[src/rtl/aes_ultraserial_arbiter.sv]
// aes_ultraserial_arbiter: round-robin sharing of one aes_core_ultraserial between requesters A and B.
// Define AES_ARB_TIMEOUT_EN to build the start-to-completion watchdog.
module aes_ultraserial_arbiter #(
  parameter int TIMEOUT_CYCLES = 2048
) (
  input  logic         clk,
  input  logic         rst_n,
  input  logic         a_req_valid,
  output logic         a_req_ready,
  input  logic         a_enc_dec,
  input  logic [127:0] a_key,
  input  logic [127:0] a_data,
  output logic         a_resp_valid,
  input  logic         a_resp_ready,
  input  logic         b_req_valid,
  output logic         b_req_ready,
  input  logic         b_enc_dec,
  input  logic [127:0] b_key,
  input  logic [127:0] b_data,
  output logic         b_resp_valid,
  input  logic         b_resp_ready,
  output logic [127:0] resp_data,
  output logic         resp_err,
  output logic         core_start,
  output logic         core_enc_dec,
  output logic [127:0] core_key,
  output logic [127:0] core_data,
  input  logic [127:0] core_out,
  input  logic         core_ready,
  output logic         busy
);
  typedef enum logic [2:0] {IDLE, ISSUE, WAIT_BUSY, WAIT_DONE, RESP} state_t;
  state_t       state_q, state_d;
  logic         owner_q, owner_d, rr_q, rr_d, dir_q, dir_d;
  logic [127:0] key_q, key_d, data_q, data_d, resp_q, resp_d;
  logic         grant, pick_b, done;
  assign grant  = state_q == IDLE && core_ready && (a_req_valid || b_req_valid);
  assign pick_b = b_req_valid && (!a_req_valid || rr_q);
  assign done   = state_q == RESP && (owner_q ? b_resp_ready : a_resp_ready);
`ifdef AES_ARB_TIMEOUT_EN
  logic [11:0] cnt_q, cnt_d;
  logic        err_q, err_d, waiting, wd_hit;
  assign waiting  = state_q == WAIT_BUSY || state_q == WAIT_DONE;
  // cnt_q lags the ISSUE cycle by one, so this lands RESP exactly TIMEOUT_CYCLES after ISSUE
  assign wd_hit   = waiting && cnt_q == 12'(TIMEOUT_CYCLES - 2);
  assign resp_err = err_q;
  always_ff @(posedge clk or negedge rst_n)
    if (!rst_n) begin
      cnt_q <= '0;
      err_q <= 1'b0;
    end else begin
      cnt_q <= cnt_d;
      err_q <= err_d;
    end
`else
  logic unused_timeout;
  assign unused_timeout = ^TIMEOUT_CYCLES;
  assign resp_err = 1'b0;
`endif
  always_ff @(posedge clk or negedge rst_n)
    if (!rst_n) begin
      state_q <= IDLE;
      owner_q <= 1'b0;
      rr_q    <= 1'b0;
      dir_q   <= 1'b1;
      key_q   <= '0;
      data_q  <= '0;
      resp_q  <= '0;
    end else begin
      state_q <= state_d;
      owner_q <= owner_d;
      rr_q    <= rr_d;
      dir_q   <= dir_d;
      key_q   <= key_d;
      data_q  <= data_d;
      resp_q  <= resp_d;
    end
  always_comb begin
    state_d = state_q;
    owner_d = owner_q;
    rr_d    = rr_q;
    dir_d   = dir_q;
    key_d   = key_q;
    data_d  = data_q;
    resp_d  = resp_q;
    case (state_q)
      IDLE: if (grant) begin
        state_d = ISSUE;
        owner_d = pick_b;
        rr_d    = !pick_b;
        dir_d   = pick_b ? b_enc_dec : a_enc_dec;
        key_d   = pick_b ? b_key : a_key;
        data_d  = pick_b ? b_data : a_data;
      end
      ISSUE:     state_d = WAIT_BUSY;
      WAIT_BUSY: if (!core_ready) state_d = WAIT_DONE;
      WAIT_DONE: if (core_ready) begin
        state_d = RESP;
        resp_d  = core_out;
      end
      RESP:      if (done) state_d = IDLE;
      default:   state_d = IDLE;
    endcase
`ifdef AES_ARB_TIMEOUT_EN
    cnt_d = state_q == ISSUE ? '0 : waiting ? cnt_q + 1'b1 : cnt_q;
    err_d = state_q == WAIT_DONE && core_ready ? 1'b0 : err_q;
    if (wd_hit) begin
      state_d = RESP;
      resp_d  = '0;
      err_d   = 1'b1;
    end
`endif
  end
  always_comb begin
    a_req_ready  = grant && !pick_b;
    b_req_ready  = grant && pick_b;
    core_start   = state_q == ISSUE;
    busy         = state_q != IDLE;
    a_resp_valid = state_q == RESP && !owner_q;
    b_resp_valid = state_q == RESP && owner_q;
  end
  assign core_enc_dec = dir_q;
  assign core_key     = key_q;
  assign core_data    = data_q;
  assign resp_data    = resp_q;
endmodule

[config.mk]
export PLATFORM = sky130hd
export DESIGN_NAME = aes_ultraserial_arbiter
export DESIGN_NICKNAME = d
export VERILOG_FILES = /design/src/rtl/aes_ultraserial_arbiter.sv
export SDC_FILE = /design/constraint.sdc
export NUM_CORES = 1
export LEC_CHECK = 0
export CAP_MARGIN = 20
export CELL_PAD_IN_SITES_DETAIL_PLACEMENT = 0
export CELL_PAD_IN_SITES_GLOBAL_PLACEMENT = 2
export CORE_AREA = 2 2 403 405
export CTS_CLUSTER_SIZE = 16
export DETAILED_ROUTE_END_ITERATION = 7
export DIE_AREA = 0 0 405 407
export DONT_BUFFER_PORTS = 1
export PLACE_DENSITY = 0.45
export SLEW_MARGIN = 20
export SYNTH_ARGS = -nofsm -noshare
export SYNTH_HDL_FRONTEND = slang
export SYNTH_SLANG_ARGS = --single-unit
[constraint.sdc]
create_clock -name clk -period 1.5 [get_ports clk]
set_input_delay 0.15 -clock clk [delete_from_list [all_inputs] [get_ports clk]]
set_output_delay 0.15 -clock clk [all_outputs]
set_load 0.01 [all_outputs]
==> results.txt <==
status = finished with violations
failing checks = negative hold slack, negative setup slack
Final Skew = 0.0386 ns
Final Hold Viols = 453
Power Dens Cells = 1820 nW/um^2
CORE AREA = 160000 sq um
Crit path max-delay family = buffers and inverters
DR iter-0 viols = 1439
clock sinks = 390
final instance area = 35700 sq um
HPWL Detailed = 75800 microns
slowest cell delay on critical path = 0.42 ns
Die X = 405 microns
Final Setup Violations = 393
vias post-DR = 19900
CP max FO = 3
Hold-fix buffers, CTS = 643
synth-to-layout area growth = 79.2%
Clock Pin Slew Worst Setup and Hold Paths = 0.06 ns
height of the chip = 407 microns
VDD IR-drop max = 848 uV
fin crit share = 132%
Setup Crit Path Kind = reg -> out
vias in the first global route = 20500
Syn Area/Cell = 10.9 sq um
Worst setup SP type = register
worst skew pair latency = 0.65 ns
Post-Syn Area = 19900 sq um
first-pass GRT wire length = 153000 microns
CP max stage cell = dfrtp_1
most used cell, CP = buf_4
top cells by area, synth = dfrtp_1 49%, a31oi_2 13%, o211ai_1 9.7%, mux2_1 7.3%, a21oi_1 6.5%
Slew Limit Fails = 0
Syn Nets = 2467
Synth Register Bits = 390
Req. time, crit path = 1.35 ns
layout cells sized above 1 = 26.9%
Primary FF master, synth = dfrtp_1
Worst EP arrival = 1.83 ns
distinct cell type count after synthesis = 27
hold slack final = -0.807 ns
CP endpoint kind = primary output
largest net degree at the start of global routing = 391
dpl cell area = 23400 sq um
unrepaired setup endpoints after global routing = true
sequential-to-total area share from yosys stat = 49.1%
IO Port Bufs = 0
number of buffers created by CTS = 50
Post-synth EDFFs = 0
gr usage total = 12.6%
final wirelength = 120000 microns
GR Overflow Total = 0
max_cap viols = 0
cell type with the largest total area after synthesis = dfrtp_1
Buf/Inv on CP = 3
warnings from Yosys = 0
Placement Setup Slack = -0.316 ns
first-pass iteration count of the detailed router = 5
CTS tree = built
worst-margin pin slew = 0.966 ns
Hold Crit Class = in -> async
Period minus WS final = 1.98 ns
clk buf depth = 3
gate count of the mapped netlist = 1818
initial core utilization = 12.4%
Clock Tree Root = clkbuf_16
ys async rst share = 100%
post-route worst setup slack = -0.481 ns
initial antenna violation count = 22
H-tree levels = 2
overall power = 0.0648 W
Worst slew margin = 35.6%
top-area cell type share of the netlist area = 48.9%
wire length per cell = 25.1 microns
vias per cell = 4.16
post-route ant nets = 0
Placer Congestion = 0.808
nets@finish = 3204
row cnt = 147
DIE AREA = 165000 sq um
top-count cell post-synth = dfrtp_1
crit-path cells = buf_4 > buf_4 > nor2_4 > and3_4 > buf_12
Lkg Pwr = 12.6 nW
# fillers = 17100
Top Ports = 1041
synth cell count leaders = 389 x dfrtp_1, 260 x a21oi_1, 258 x o211ai_1, 257 x o21ai_0, 200 x a31oi_2
DRC = 0
fmax = 0.505 GHz
==> what timing repair did <==
item | in CTS | in global routing
resized for setup | 92 | 290
gates cloned | 24 | 44
setup endpoints to repair | 385 | 392
pin swaps | 18 | 24
endpoints found under the hold margin | 778 | 535
buffers inserted | 32 | 26
==> layout by cell type (no fill, tap or decap), types with 7 or more instances in the layout <==
cell type        n
dlygate4sd3_1  643
dfrtp_1        387
o211ai_1       258
a21oi_1        236
o21ai_0        228
a31oi_2        123
buf_4          121
a31oi_4        102
clkbuf_16       84
mux2_1          82
buf_12          64
mux2_4          47
a31oi_1         32
buf_16          30
o21ai_1         25
buf_6           22
diode_2         17
clkbuf_8        14
buf_8           14
a21oi_4         12
a21oi_2         12
clkinv_2        10
bufinv_16        7
==> cell type report <==
type                       count  area [sq um]  area share [%]
clock inverter                26           387            1.08
multi-input combinational   1181         10500            29.4
tap                         2160          2700            7.58
antenna                       17          42.5           0.119
inverter                       3          28.8          0.0807
sequential                   390          9770            27.4
timing repair buffer         929         10800            30.3
clock buffer                  67          1460            4.08
==> stage by stage <==
stage                     instances  setup TNS [ns]  utilization, %
after CTS                      4698         -128.04            20.6
after global routing           4766         -161.00            22.2
after global placement         3907          -74.71            14.6
after floorplan                1818           -3.71               -
final                          4773         -129.59            22.3
after detailed placement       3907          -78.80            14.6
==> logic make-up (layout without fill, tap and decap cells) <==
group           Yosys count  in the layout  synth area share, %
mux                     130            130                 7.36
other cells               1             18               0.0188
flops                   390            390                 49.1
simple gates             16             16                0.472
buf+inv                 247           1025                 5.91
compound gates         1034           1034                 37.2
==> per-layer routing <==
layer	vias up	GRT usage (%)	share of wire [%]
met5	-	0	0.032
met4	6	5.09	3.2
met3	175	3.47	7.3
met2	985	21.9	51
met1	10100	14.6	39
li1	8580	-	-
==> flip-flops by register name, summed over array words and instances, names as in the netlist <==
signal	flops
owner_q	1
state_q	3
rr_q	1
core_key	128
resp_data	128
core_data	128
core_enc_dec	1
==> worst paths after layout <==
check                              start       endpoint  slack [ns]  cells after the start
max                           state_q[1]   b_resp_valid       -0.48                      5
max reg2reg                   state_q[1]   core_key[54]       -0.47                      9
min                                rst_n  resp_data[67]       -0.81                      0
max in group asynchronous          rst_n  core_data[21]        1.47                      0
min reg2reg                resp_data[49]  resp_data[49]        0.52                      1
min in group clk             b_req_valid   core_key[99]       -0.29                      2
==> power breakdown <==
part	switching (W)	internal, W
clock network	0.00549	0.00807
logic	0.0133	0.0136
registers	0.00845	0.0159
No activity file was read; power rests on OpenSTA's default activity.
